[src/rtl/fetch_queue.sv]
// Instruction-fetch front end: PC generator, MEM_LATENCY-deep BRAM request tracker, DEPTH-entry queue.
// Request to valid_d takes MEM_LATENCY+1 cycles; credit is count+inflight < DEPTH. FETCH_QUEUE_PERF_EN adds perf counters.
module fetch_queue #(
  parameter int              XLEN        = 32,
  parameter int              DEPTH       = 4,
  parameter int              MEM_LATENCY = 1,
  parameter logic [XLEN-1:0] RESET_PC    = '0
) (
  input  logic                     clk,
  input  logic                     reset,
  output logic                     imem_req,
  output logic [XLEN-1:0]          imem_addr,
  input  logic [31:0]              imem_rdata,
  input  logic                     redirect_valid,
  input  logic [XLEN-1:0]          redirect_pc,
  input  logic                     stall_d,
  output logic                     valid_d,
  output logic [31:0]              instr_d,
  output logic [XLEN-1:0]          pc_d,
  output logic [XLEN-1:0]          pc_plus4_d,
  output logic [$clog2(DEPTH):0]   count
`ifdef FETCH_QUEUE_PERF_EN
  ,
  output logic [31:0]              perf_fetch_cnt,
  output logic [31:0]              perf_kill_cnt,
  output logic [31:0]              perf_stall_cnt
`endif
);

  localparam int AW = $clog2(DEPTH);
  localparam int CW = AW + 1;
  localparam int SW = CW + 3;

  logic [XLEN-1:0]        r_fetch_pc;
  logic [MEM_LATENCY-1:0] r_trk_vld;
  logic [XLEN-1:0]        r_trk_pc [MEM_LATENCY];
  logic [31:0]            r_q_instr [DEPTH];
  logic [XLEN-1:0]        r_q_pc [DEPTH];
  logic [AW-1:0]          r_head;
  logic [AW-1:0]          r_tail;
  logic [CW-1:0]          r_count;

  logic [SW-1:0]          w_inflight;
  logic [SW-1:0]          w_used;
  logic                   w_push;
  logic                   w_pop;

  // Credit uses only registered state, so a pop this cycle frees a slot next cycle.
  always_comb begin
    w_inflight = '0;
    for (int i = 0; i < MEM_LATENCY; i++) begin
      w_inflight = w_inflight + SW'(r_trk_vld[i]);
    end
    w_used    = SW'(r_count) + w_inflight;
    imem_addr = redirect_valid ? redirect_pc : r_fetch_pc;
    imem_req  = !reset && (redirect_valid || (w_used < SW'(DEPTH)));
    w_push    = r_trk_vld[MEM_LATENCY-1] && !redirect_valid;
    valid_d   = (r_count != '0);
    w_pop     = valid_d && !stall_d && !redirect_valid;
  end

  always_comb begin
    instr_d    = '0;
    pc_d       = '0;
    pc_plus4_d = '0;
    if (valid_d) begin
      instr_d    = r_q_instr[r_head];
      pc_d       = r_q_pc[r_head];
      pc_plus4_d = r_q_pc[r_head] + XLEN'(4);
    end
  end

  assign count = r_count;

  always_ff @(posedge clk or posedge reset) begin
    if (reset) begin
      r_fetch_pc <= RESET_PC;
    end else if (imem_req) begin
      r_fetch_pc <= imem_addr + XLEN'(4);
    end
  end

  // Slot 0 holds the request just issued; slot MEM_LATENCY-1 matches imem_rdata this cycle.
  always_ff @(posedge clk or posedge reset) begin
    if (reset) begin
      r_trk_vld <= '0;
      for (int i = 0; i < MEM_LATENCY; i++) begin
        r_trk_pc[i] <= '0;
      end
    end else begin
      for (int i = MEM_LATENCY - 1; i > 0; i--) begin
        r_trk_vld[i] <= r_trk_vld[i-1] && !redirect_valid;
        r_trk_pc[i]  <= r_trk_pc[i-1];
      end
      r_trk_vld[0] <= imem_req;
      r_trk_pc[0]  <= imem_addr;
    end
  end

  always_ff @(posedge clk) begin
    if (w_push) begin
      r_q_instr[r_tail] <= imem_rdata;
      r_q_pc[r_tail]    <= r_trk_pc[MEM_LATENCY-1];
    end
  end

  always_ff @(posedge clk or posedge reset) begin
    if (reset) begin
      r_head  <= '0;
      r_tail  <= '0;
      r_count <= '0;
    end else if (redirect_valid) begin
      r_head  <= '0;
      r_tail  <= '0;
      r_count <= '0;
    end else begin
      if (w_push) r_tail <= r_tail + AW'(1);
      if (w_pop)  r_head <= r_head + AW'(1);
      case ({w_push, w_pop})
        2'b10:   r_count <= r_count + CW'(1);
        2'b01:   r_count <= r_count - CW'(1);
        default: r_count <= r_count;
      endcase
    end
  end

  a_no_overflow: assert property (@(posedge clk) disable iff (reset)
    !(w_push && !w_pop && (r_count == CW'(DEPTH))));

`ifdef FETCH_QUEUE_PERF_EN
  always_ff @(posedge clk or posedge reset) begin
    if (reset) begin
      perf_fetch_cnt <= '0;
      perf_kill_cnt  <= '0;
      perf_stall_cnt <= '0;
    end else begin
      if (imem_req)          perf_fetch_cnt <= perf_fetch_cnt + 32'd1;
      if (redirect_valid)    perf_kill_cnt  <= perf_kill_cnt + 32'(w_inflight);
      if (valid_d && stall_d) perf_stall_cnt <= perf_stall_cnt + 32'd1;
    end
  end
`endif

endmodule

[config.mk]
export PLATFORM = sky130hd
export DESIGN_NAME = fetch_queue
export DESIGN_NICKNAME = d
export VERILOG_FILES = /design/src/rtl/fetch_queue.sv
export SDC_FILE = /design/constraint.sdc
export NUM_CORES = 1
export LEC_CHECK = 0
export BUFFER_PORTS_ARGS = -buffer_cell sky130_fd_sc_hd__buf_2
export CORE_MARGIN = 5
export CORE_UTILIZATION = 47
export DETAILED_ROUTE_END_ITERATION = 8
export HOLD_SLACK_MARGIN = 0.15
export PLACE_DENSITY = 0.78
export RECOVER_POWER = 100
export SLEW_MARGIN = 20
export SYNTH_ARGS = -nofsm -noshare
export SYNTH_HDL_FRONTEND = slang
export SYNTH_SLANG_ARGS = --single-unit
[constraint.sdc]
create_clock -name clk -period 3.4 [get_ports clk]
set_input_delay 0.68 -clock clk [delete_from_list [all_inputs] [get_ports clk]]
set_output_delay 0.68 -clock clk [all_outputs]
set_load 0.005 [all_outputs]
Word level (Yosys, flattened, before mapping)

Memory sizes are Yosys's and may differ from the RTL's.
Cells that the tools add are included.

$add $sub $neg: 7
$lt $le $gt $ge: 1
Equality and inequality tests: 2
Mux-type cells: 12
Reductions and logical operators: 12

Operator list:

| cell                    | count |
|---|---|
| $mux W32                | 4 |
| $add A32 B3 Y32 const B | 2 |
| $mux W2                 | 4 |
| $pmux W3 S2             | 1 |
| $reduce_bool A3 Y1      | 2 |
| $add A2 B1 Y2 const B   | 2 |
| $add A3 B1 Y4           | 1 |
| $logic_and A1 B1 Y1     | 4 |
| $lt A4 B3 Y1 const B    | 1 |
| $reduce_bool A2 Y1      | 2 |
| $add A3 B1 Y3 const B   | 1 |
| $logic_not A1 Y1        | 3 |
| $mux W3                 | 1 |
| $sub A3 B1 Y3 const B   | 1 |
| $eq A2 B1 Y1 const B    | 1 |
| $eq A2 B2 Y1 const B    | 1 |
| $mux W1                 | 2 |
| $logic_or A1 B1 Y1      | 1 |

Register bits: 72
Bits in writable memories: 256
Input port bits: 68
Logic and storage cells: 42
Memories: 2

Memories:

| name      | depth | width | rd ports | clocked after memory_dff | write ports | RTL line | RTL |
|---|---|---|---|---|---|---|---|
| r_q_instr | 4     | 32    | 1        | 0                        | 1           | 37       | `logic [31:0] r_q_instr [DEPTH];` |
| r_q_pc    | 4     | 32    | 1        | 0                        | 1           | 38       | `logic [XLEN-1:0] r_q_pc [DEPTH];` |

Depth between registers and ports, before layout

Gate-level depths: netlist of the first run.

Word-level depth: 6
Gate-level depth with buffers: 12
Mapped depth without buffers: 8

Worst setup path before layout of the first run

No wires, ideal clock.

Kind: input -> register
From: in redirect_valid
To: mem r_q_instr[0][0] (enable)
Setup time: 429 ps
Arrival time: 3311 ps
Required time: 2971 ps
Slack: -340 ps
Stages on the path: 7
Buffers on the path: 5
Cells stage by stage: buf_6 > buf_4 > buf_2 > buf_1 > clkbuf_1 > nor2b_1 > and2_1

Longest elaborated chain between the ends: 4

Ends and longest elaborated chain:

| element                       | RTL line | RTL |
|---|---|---|
| start: declaration            | 14       | `input logic redirect_valid,` |
| $logic_not A1 Y1              | 57       | `w_push = r_trk_vld[MEM_LATENCY-1] && !redirect_valid;` |
| $logic_and A1 B1 Y1           | 57       |  |
| $mux W1                       | 101      | `if (w_push) begin` |
| $mux W1 (not written as such) | 102      | `r_q_instr[r_tail] <= imem_rdata;` |
| end: declaration              | 37       |  |

Every way passes these cells.

Worst setup path after layout of the first run

From: reg r_head[0]
To: out pc_plus4_d[21]

Longest elaborated chain between the ends: 3

Ends and longest elaborated chain:

| element                  | RTL line | RTL |
|---|---|---|
| start: declaration       | 39       | `logic [AW-1:0] r_head;` |
| start signal: assignment | 118      | `if (w_pop) r_head <= r_head + AW'(1);` |
| $mem_v2 Z4 W32           | -        |  |
| $add A32 B3 Y32          | 69       | `pc_plus4_d = r_q_pc[r_head] + XLEN'(4);` |
| $mux W32                 | 66       | `if (valid_d) begin` |
| end: declaration         | 20       | `output logic [XLEN-1:0] pc_plus4_d,` |

Every way passes these cells.

==> out/results.ini, run 1 <==
[die]
dieArea_um2 = 33400
rows = 63
ios = 201
die_w_um = 183
floorplan.core_area_um2 = 29600
die_height_um = 183
initial_core_util = 0.474

[synth]
synth-seq-cells = 328
synth.top_cells.by_count = edfxtp_1, dfrtp_1, and2_1
yosysWarnings = 0
synthTopCellsByArea = edfxtp_1, dfrtp_1, mux4_2, and2_1, mux2_2
yosysTopAreaCell = edfxtp_1
syn-instance-count = 858
ys.flop_type = edfxtp_1
synth_most_common_cell = edfxtp_1
synth_edf_count = 256
synth-seq-area-share = 0.677
avgSynthCellArea_um2 = 16.3
ys_types = 57
synth_area_um2 = 14000
synthesis.nets = 933
async_flop_share = 0.220
synth_top_area_share = 0.549

[setup_path]
crit_chain = buf_12 -> mux4_2 -> nand3_4 -> buf_4 -> or4_4 -> or3_1 -> a21oi_1 -> buf_2
cp_max_fo = 8
crit_slowest_cell = or4_4
crit_family = simple AND/OR/NAND/NOR gates
required_ps = 2720
path_class = reg2out
arrival_ps = 3060
critPathBufInv = 3
crit_path_end_kind = primary output
worstSetupStartpointType = register
cpPeakStageDelay_ps = 580

[clock_tree]
htree_levels = 2
cts_buffers = 35
holdBufCountCts = 0
insertion_delay_ps = 510
path_clk_slew_ps = 60
root_buffer = clkbuf_16
clock_sinks = 328
clock_tree.buffer_depth = 3
cts_tree = built

[timing]
fin_skew_ps = 18.3
worstMarginPinSlew_ps = 1840
slew_viol_final = 73
final-setup-viol-count = 23
whs_ps = 429
hold_viol = 0
slew_headroom = -0.228
setup_ws_ps = -336
rsz0062_at_grt = yes
fin_crit_sh = 1.10
final.min_clock_period_ps = 3740
max_freq_ghz = 0.268

[status]
status = complete, but fails checks
violations = capacitance limit, slew limit, setup timing

[layout]
num-nets-final = 1198
stdcell_area_um2 = 17200
drive_gt1_frac = 0.341
fillers = 2292
multi_input_area_um2 = 4400
regArea_um2 = 9500
diodes = 0
area_delta_synth_final_pct = 22.7

[drt]
first_pass_iters = 5
wirelength_mm = 32.1
drcViolationCount = 0
post_drt_wl_per_cell_um = 20.9
avgViaCountPerCell = 5.47
num_vias = 8403
ant_nets = 0
dr.first_iter.drc_count = 599

[power_and_ir_drop]
power_per_cell_area_nw_per_um2 = 791
ir_drop_mv = 0.533
leakage_uw = 0.00642
p_total_uw = 13600

[grt]
grt.overflow.total = 0
grt_pass1_vias = 8461
grt_usage = 0.188
grt_pass1_wl_mm = 48.8
antenna_found_initial = 0
grt_max_degree = 73

[placed_design]
placedInstanceArea_um2 = 15700
dpl.hpwl_mm = 20.3
place_congestion = 0.846
post-place-ws_ps = 68.9
io_buffers = 200

[run]
drv_cap = 1

[min_path]
min_path_type = in2reg

==> worst reg2reg max path, cell delays in order, from the launching register on <==
cell	delay, ps
dfrtp_1	490
a31oi_1	150
o21ai_0	250
clkbuf_2	870
mux2_2	420
==> flip-flops by register name, indices dropped and copies added, names as in the netlist <==
name,count
r_head,2
r_q_instr,128
r_tail,2
r_fetch_pc,32
count,3
r_trk_vld,1
r_q_pc,128
r_trk_pc,32
==> final timing paths <==
check	startpoint	slack [ps]	endpoint	cells after the start
worst max-delay path	r_head[0]$_DFFE_PP0P_	-340	pc_plus4_d[21]	8
worst min-delay path	redirect_pc[1]	430	r_trk_pc[1]$_DFF_PP0_	2
worst max register to register	r_trk_vld$_DFF_PP0_	1110	r_fetch_pc[0]$_DFFE_PP0P_	4
worst min register to register	r_fetch_pc[30]$_DFFE_PP0P_	470	r_fetch_pc[30]$_DFFE_PP0P_	2
max in group asynchronous	reset	1240	r_head[0]$_DFFE_PP0P_	3
min in group asynchronous	reset	850	r_fetch_pc[1]$_DFFE_PP0P_	3
==> layer usage <==
metal | vias to the layer above | wire [um] | global-route usage
li1 | 3831 | - | -
met1 | 4189 | 13600 | 0.271
met2 | 324 | 15400 | 0.298
met3 | 59 | 2340 | 0.0369
met4 | 0 | 792 | 0.0432
met5 | - | 0 | 0
==> layout make-up <==
cell class	instances	area share
Multi-Input combinational cell	465	0.256
Clock inverter	16	0.0107
Timing Repair Buffer	271	0.0916
Inverter	22	0.00488
Tap cell	390	0.0284
Sequential cell	328	0.553
Clock buffer	43	0.0558
==> timing repair <==
| item | in CTS | in global routing |
|---|---|---|
| pin swaps | 11 | 11 |
| endpoints found under the setup margin | 18 | 49 |
| cloned | 1 | 1 |
| resized for setup | 34 | 37 |
| setup buffers | 15 | 12 |
==> cell usage in the layout, fill, tap and decap left out, drive strengths merged, types with 2 or more instances in the layout <==
| cell type | n |
|---|---|
| nand3 | 25 |
| nor2 | 37 |
| nand4 | 11 |
| edfxtp | 256 |
| clkinv | 10 |
| o31ai | 12 |
| mux2 | 35 |
| a41oi | 2 |
| or3 | 8 |
| o21ai | 24 |
| and3 | 10 |
| mux4 | 64 |
| or4 | 3 |
| xnor2 | 22 |
| a211oi | 2 |
| clkbuf | 98 |
| a21oi | 14 |
| mux2i | 13 |
| o31a | 4 |
| dfrtp | 72 |
| and4 | 5 |
| bufinv | 4 |
| a31oi | 6 |
| nor4 | 10 |
| xor2 | 8 |
| nand2 | 48 |
| buf | 216 |
| inv | 20 |
| ha | 6 |
| nand3b | 8 |
| clkinvlp | 4 |
| and2 | 67 |
| nor3 | 7 |
==> through the flow <==
| step | setup TNS (ps) | std cells | utilization |
|---|---|---|---|
| floorplan | 0 | 858 | - |
| global placement | 0 | 1448 | 0.532 |
| detailed placement | 0 | 1448 | 0.532 |
| CTS | -3940 | 1523 | 0.577 |
| global route | -8950 | 1535 | 0.581 |
| finish | -3950 | 1535 | 0.581 |
==> report_power, final <==
group | internal (uW) | switching (uW)
clock network | 2300 | 1470
logic | 2220 | 2420
registers | 4870 | 314
total | 9390 | 4200
==> cells by family (layout without fill, tap and decap cells) <==
kind of cell | Yosys count | count (layout) | share of synthesized area
muxes | 112 | 112 | 0.143
AOI/OAI and AO/OA | 73 | 73 | 0.0333
xor gates and xnor gates | 30 | 30 | 0.0188
DFF | 328 | 328 | 0.677
adders and majority gates | 7 | 7 | 0.00679
and+or+nand+nor | 242 | 243 | 0.0981
buffers and inverters | 66 | 352 | 0.0223
(Power assumes the default switching activity.)
==> inputs of run 2 (changes only) <==
--- a/config.mk
+++ b/config.mk
@@ -6,11 +6,13 @@
 export NUM_CORES = 1
 export LEC_CHECK = 0
 export BUFFER_PORTS_ARGS = -buffer_cell sky130_fd_sc_hd__buf_2
+export CELL_PAD_IN_SITES_DETAIL_PLACEMENT = 1
+export CELL_PAD_IN_SITES_GLOBAL_PLACEMENT = 1
 export CORE_MARGIN = 5
-export CORE_UTILIZATION = 47
+export CORE_UTILIZATION = 43
 export DETAILED_ROUTE_END_ITERATION = 8
-export HOLD_SLACK_MARGIN = 0.15
-export PLACE_DENSITY = 0.78
+export HOLD_SLACK_MARGIN = 0.08
+export PLACE_DENSITY = 0.83
 export RECOVER_POWER = 100
 export SLEW_MARGIN = 20
 export SYNTH_ARGS = -nofsm -noshare
==> run 2 against run 1 <==
The flow still finishes with violations (capacitance limit, slew limit, setup timing). Power increased by 1.1%. Sequential power about the same. Setup slack worse by 120 ps. Utilization is 4.4 points lower. Cell count rose by 4.0%. Largest cell class unchanged.
==> out/results.ini, run 2 (synthesis results as in run 1) <==
[setup_path]
required_ps = 2720  ; about the same
crit_family = buffers and inverters  ; was simple AND/OR/NAND/NOR gates
cpMostUsedCell = buf_8
reg2reg_slack_ps = 1110  ; about the same
regToRegStartpoint = r_trk_vld$_DFF_PP0_  ; unchanged
timing.rr.end = r_fetch_pc[0]$_DFFE_PP0P_  ; unchanged
critPathBufInv = 6  ; was 3
arrival_ps = 3170  ; was 3060 ps
cpPeakStageDelay_ps = 550  ; was 580 ps
reg2reg_depth = 4  ; unchanged
worstSetupStartpointType = register  ; unchanged
crit_chain = buf_8 -> mux4_2 -> nand4_4 -> buf_6 -> buf_8 -> nor4_4 -> buf_4 -> buf_12 -> nand3_1 -> mux2_2 -> buf_2  ; was buf_12 -> mux4_2 -> nand3_4 -> buf_4 -> or4_4 -> or3_1 -> a21oi_1 -> buf_2
crit_slowest_cell = dfrtp_4  ; was or4_4
cp_max_fo = 6  ; was 8
path_class = reg2out  ; unchanged
crit_path_end_kind = primary output  ; unchanged

[layout]
largest_registers = r_q_instr (128), r_q_pc (128)  ; unchanged
num-nets-final = 1201  ; was 1198
layout_common_cells = edfxtp_1, buf_2, dfrtp_1, and2_1, mux4_2  ; was edfxtp_1, buf_2, dfrtp_1, mux4_2, and2_1
layout_commonest_cell = edfxtp_1  ; unchanged
final_core_util = 0.537  ; was 0.581
area_delta_synth_final_pct = 24.1  ; was 22.7%
regArea_um2 = 9490  ; was 9500 um2
drive_gt1_frac = 0.357  ; was 0.341
multi_input_area_um2 = 4430  ; was 4400 um2
fillers = 3166  ; was 2292
diodes = 0  ; unchanged

[drt]
first_pass_iters = 5  ; unchanged
avgViaCountPerCell = 5.43  ; was 5.47
ant_nets = 0  ; unchanged
wirelength_mm = 35.9  ; was 32.1 mm
post_drt_wl_per_cell_um = 22.5  ; was 20.9 um
dr.first_iter.drc_count = 496  ; was 599
num_vias = 8673  ; was 8403
drcViolationCount = 0  ; unchanged

[status]
violations = capacitance limit, slew limit, setup timing  ; unchanged
status = complete, but fails checks  ; unchanged

[clock_tree]
clock_tree.buffer_depth = 3  ; unchanged
path_clk_slew_ps = 60  ; about the same
holdBufCountCts = 0  ; unchanged
root_buffer = clkbuf_16  ; unchanged
cts_tree = built  ; unchanged
cts_buffers = 36  ; was 35
htree_levels = 2  ; unchanged
insertion_delay_ps = 510  ; about the same
clock_sinks = 328  ; unchanged

[grt]
grt_max_degree = 73  ; unchanged
grt_pass1_vias = 9289  ; was 8461
grt_usage = 0.193  ; was 0.188
use_met3 = 0.0366  ; was 0.0369
met2_usage = 0.315  ; was 0.298
busiest_layer = met2  ; unchanged
gr-usage-met1 = 0.265  ; was 0.271
antenna_found_initial = 0  ; unchanged
grt.overflow.total = 0  ; unchanged
grt_pass1_wl_mm = 54.7  ; was 48.8 mm

[min_path]
min_path_type = in2reg  ; unchanged
holdPathStages = 2  ; unchanged
hold_end = r_trk_pc[0]$_DFF_PP0_  ; was r_trk_pc[1]$_DFF_PP0_
min_from = redirect_pc[0]  ; was redirect_pc[1]

[timing]
final.min_clock_period_ps = 3850  ; was 3740 ps
hold_viol = 0  ; unchanged
fin_skew_ps = 22.4  ; was 18.3 ps
whs_ps = 428  ; was 429 ps
fin_crit_sh = 1.13  ; was 1.10
max_freq_ghz = 0.260  ; was 0.268 GHz
setup_ws_ps = -451  ; was -336 ps
rsz0062_at_grt = yes  ; unchanged
setup_tns_ps = -6000  ; was -3950 ps
worstMarginPinSlew_ps = 1870  ; was 1840 ps
final-setup-viol-count = 23  ; unchanged
slew_headroom = -0.249  ; was -0.228
slew_viol_final = 101  ; was 73

[run]
drv_cap = 2  ; was 1

[power_and_ir_drop]
power_per_cell_area_nw_per_um2 = 790  ; was 791 nW/um2
power_frac_comb = 0.343  ; was 0.341
seqPwrFrac = 0.379  ; was 0.382
ir_drop_mv = 0.600  ; was 0.533 mV
p_sw_frac = 0.321  ; was 0.309
leakage_uw = 0.00653  ; was 0.00642 uW
power_switching_uw = 4410  ; was 4200 uW
clock_power_share = 0.278  ; was 0.277
p_int_uw = 9330  ; was 9390 uW

[die]
dieArea_um2 = 36300  ; was 33400 um2
die_w_um = 191  ; was 183 um
floorplan.core_area_um2 = 32400  ; was 29600 um2
rows = 66  ; was 63
initial_core_util = 0.433  ; was 0.474
ios = 201  ; unchanged
die_height_um = 191  ; was 183 um

[placed_design]
dpl.hpwl_mm = 23.4  ; was 20.3 mm
post-place-ws_ps = 17.5  ; was 68.9 ps
io_buffers = 200  ; unchanged
place_congestion = 0.811  ; was 0.846

run 2: changes by cell type in the layout (fill, tap and decap cells not counted), sizes merged:
cell / change
clkbuf: -8
clkinv: +3
buf: +15
inv: -1
bufinv: -2
clkinvlp: +2
run 2: power by group through the flow:
stage | combinational (uW) | clock [uW] | sequential [uW]
finish | 4720 | 3820 | 5200
global route | 5100 | 4110 | 5250
CTS | 4530 | 3910 | 5200
detailed placement | 4310 | 0 | 5290
global placement | 4190 | 0 | 5240
floorplan | 2530 | 0 | 5120
run 2: worst max-delay path by stage:
| stage | from | to | slack (ps) | cells past startpoint |
|---|---|---|---|---|
| 4_1_cts | r_head[0]$_DFFE_PP0P_ | pc_plus4_d[19] | -360 | 7 |
| 3_3_place_gp | r_head[0]$_DFFE_PP0P_ | pc_plus4_d[28] | 70 | 7 |
| 2_1_floorplan | redirect_valid | r_fetch_pc[26]$_DFFE_PP0P_ | 50 | 12 |
| 6_report | r_head[0]$_DFFE_PP0P_ | pc_plus4_d[24] | -450 | 11 |
| 3_5_place_dp | r_head[0]$_DFFE_PP0P_ | pc_plus4_d[28] | 20 | 7 |
| 5_1_grt | r_head[0]$_DFFE_PP0P_ | pc_plus4_d[24] | -520 | 11 |
run 2: final cells by class:
class                      instances  share of cell area
tap                              442              0.0318
clock buffer                      48              0.0585
timing repair buffer             273              0.0952
clock inverter                    18             0.00921
sequential                       328               0.546
inverter                          22             0.00482
multi-input combinational        465               0.255
run 2: worst register-to-register path, delay by kind of cell, from the launching register on:
family | cells | cell delay [ps]
flip-flops | 1 | 490
multiplexers | 1 | 420
AO/OA/AOI/OAI | 2 | 380
buffers and inverters | 1 | 880
run 2: stage by stage:
stage                     power (uW)  std cells  cell area, um2
final                          13700       1596           17400
after global routing           14500       1596           17400
after CTS                      13600       1582           17100
after detailed placement        9600       1500           15800
after global placement          9430       1500           15800
after floorplan                 7650        858           14000
run 2: timing repair:
| action | in CTS | in global routing |
|---|---|---|
| gates resized for setup | 24 | 48 |
| pin swaps | 6 | 13 |
| setup endpoints to repair | 19 | 53 |
| cloned | 1 | 0 |
| buffers inserted | 15 | 14 |
run 2: layer usage:
| layer | part of all wire | wire length [um] |
|---|---|---|
| met5 | 0 | 0 |
| met4 | 0.033 | 1180 |
| met3 | 0.055 | 1990 |
| met2 | 0.48 | 17300 |
| met1 | 0.43 | 15400 |
==> inputs of run 3 (changes only) <==
--- a/config.mk
+++ b/config.mk
@@ -14,6 +14,7 @@
 export HOLD_SLACK_MARGIN = 0.08
 export PLACE_DENSITY = 0.83
 export RECOVER_POWER = 100
+export REMOVE_ABC_BUFFERS = 1
 export SLEW_MARGIN = 20
 export SYNTH_ARGS = -nofsm -noshare
 export SYNTH_HDL_FRONTEND = slang
==> run 3 against run 2 <==
The flow still finishes with violations (capacitance limit, slew limit, setup timing). Setup slack better by 130 ps. Power is 2.7% lower. Sequential cell count stayed put. Sequential share of layout area is 1.1 points higher. Design area is 2.0% lower. Clock skew hardly changed. Cell count is 0.63% lower. Via count is 1.6% lower. Maximum frequency is 3.6% higher. Non-clock buffer count is 7 lower. Largest cell class unchanged. Largest power group unchanged.
==> out/results.ini, run 3 (synthesis results as in run 1) <==
[status]
status = complete, but fails checks  ; unchanged
violations = capacitance limit, slew limit, setup timing  ; unchanged

[min_path]
min_path_type = in2reg  ; unchanged

[die]
ios = 201  ; unchanged
rows = 66  ; unchanged
die_height_um = 191  ; unchanged
die_w_um = 191  ; unchanged
initial_core_util = 0.433  ; unchanged
dieArea_um2 = 36300  ; unchanged
floorplan.core_area_um2 = 32400  ; unchanged

[layout]
diodes = 0  ; unchanged
layout_common_cells = edfxtp_1, buf_2, dfrtp_1, and2_1, mux4_2  ; unchanged
area_delta_synth_final_pct = 21.6  ; was 24.1%
drive_gt1_frac = 0.346  ; was 0.357
fillers = 3224  ; was 3166
num-nets-final = 1193  ; was 1201
largest_registers = r_q_instr (128), r_q_pc (128)  ; unchanged
layout_commonest_cell = edfxtp_1  ; unchanged
stdcell_area_um2 = 17000  ; was 17400 um2

[drt]
first_pass_iters = 4  ; was 5
post_drt_wl_per_cell_um = 22.3  ; was 22.5 um
wirelength_mm = 35.3  ; was 35.9 mm
dr.first_iter.drc_count = 441  ; was 496
ant_nets = 0  ; unchanged
num_vias = 8538  ; was 8673
drcViolationCount = 0  ; unchanged
avgViaCountPerCell = 5.38  ; was 5.43

[timing]
fin_skew_ps = 22.4  ; about the same
slew_viol_final = 73  ; was 101
final.min_clock_period_ps = 3720  ; was 3850 ps
fin_crit_sh = 1.09  ; was 1.13
max_freq_ghz = 0.269  ; was 0.260 GHz
rsz0062_at_grt = yes  ; unchanged
hold_viol = 0  ; unchanged
whs_ps = 437  ; was 428 ps
final-setup-viol-count = 28  ; was 23
worstMarginPinSlew_ps = 1860  ; was 1870 ps
setup_ws_ps = -318  ; was -451 ps
setup_tns_ps = -4860  ; was -6000 ps
slew_headroom = -0.238  ; was -0.249

[grt]
grt_pass1_vias = 9262  ; was 9289
grt_pass1_wl_mm = 54.4  ; was 54.7 mm
grt_max_degree = 73  ; unchanged
antenna_found_initial = 0  ; unchanged
grt.overflow.total = 0  ; unchanged
grt_usage = 0.193  ; about the same

[setup_path]
required_ps = 2720  ; about the same
worstSetupStartpointType = register  ; unchanged
arrival_ps = 3040  ; was 3170 ps
path_class = reg2out  ; unchanged
crit_path_end_kind = primary output  ; unchanged
cp_max_fo = 9  ; was 6

[clock_tree]
clock_tree.buffer_depth = 3  ; unchanged
holdBufCountCts = 0  ; unchanged
cts_tree = built  ; unchanged
clock_sinks = 328  ; unchanged
insertion_delay_ps = 510  ; about the same
path_clk_slew_ps = 60  ; about the same
htree_levels = 2  ; unchanged
root_buffer = clkbuf_16  ; unchanged
cts_buffers = 35  ; was 36

[placed_design]
io_buffers = 200  ; unchanged
dpl.hpwl_mm = 24.6  ; was 23.4 mm
place_congestion = 0.871  ; was 0.811
placedInstanceArea_um2 = 15800  ; about the same

[power_and_ir_drop]
leakage_uw = 0.00636  ; was 0.00653 uW
ir_drop_mv = 0.462  ; was 0.600 mV
power_per_cell_area_nw_per_um2 = 785  ; was 790 nW/um2

[run]
drv_cap = 1  ; was 2

## run 3: final cells by class
class	instances	area [um2]	share of cell area
well taps	442	553	0.0324
flip-flops and latches	328	9490	0.557
inverters	22	82.6	0.00485
clock buffers	43	926	0.0543
multi-input cells	465	4340	0.255
repair buffers	266	1470	0.0864
clock inverters	20	178	0.0104
## run 3: per-stage QoR
stage	total power (uW)	util	worst slack (ps)	cells
final	13400	0.527	-318	1586
after global routing	14100	0.527	-424	1586
after CTS	13400	0.525	-315	1574
after detailed placement	9590	0.487	-67.9	1502
after global placement	9400	0.487	52.9	1502
after floorplan	7570	-	-1990	814
## run 3: repair_timing
item / 4_1_cts / 5_1_grt
pin swaps: 10 / 7
buffers inserted: 8 / 12
cloned: 1 / 0
endpoints found under the setup margin: 20 / 53
resized for setup: 29 / 23
hold endpoints to repair: 0 / 0
## run 3: worst max-delay path, cell delays in order (launching register included)
cell	delay (ps)
dfrtp_4	540
buf_8	180
mux4_2	400
nand3_4	110
or4_4	630
or3_1	360
a21oi_1	160
buf_2	140
## run 3: metal layers
| metal | global-route usage | vias up | routed length (um) |
|---|---|---|---|
| met3 | 0.0282 | 67 | 1480 |
| met4 | 0.0696 | 0 | 1180 |
| met1 | 0.245 | 4376 | 14500 |
| met5 | 0 | - | 0 |
| li1 | - | 3829 | - |
| met2 | 0.338 | 266 | 18200 |
## run 3: final timing paths
kind                                         endpoint  cells after the start  slack [ps]                       start
max                                    pc_plus4_d[21]                      7        -320       r_head[0]$_DFFE_PP0P_
min                        r_q_instr[2][26]$_DFFE_PP_                      1         440              imem_rdata[26]
max reg2reg                   r_q_pc[2][20]$_DFFE_PP_                      3         830         r_trk_vld$_DFF_PP0_
min reg2reg                r_fetch_pc[30]$_DFFE_PP0P_                      2         470  r_fetch_pc[30]$_DFFE_PP0P_
max in group asynchronous       r_head[0]$_DFFE_PP0P_                      3        1230                       reset
min in group asynchronous   r_fetch_pc[4]$_DFFE_PP0P_                      3         850                       reset
## run 3: report_power, final
part | leakage, uW | switching (uW) | internal (uW)
registers | 0.00321 | 327 | 4870
logic | 0.00261 | 2470 | 2090
clock network | 0.000539 | 1510 | 2110
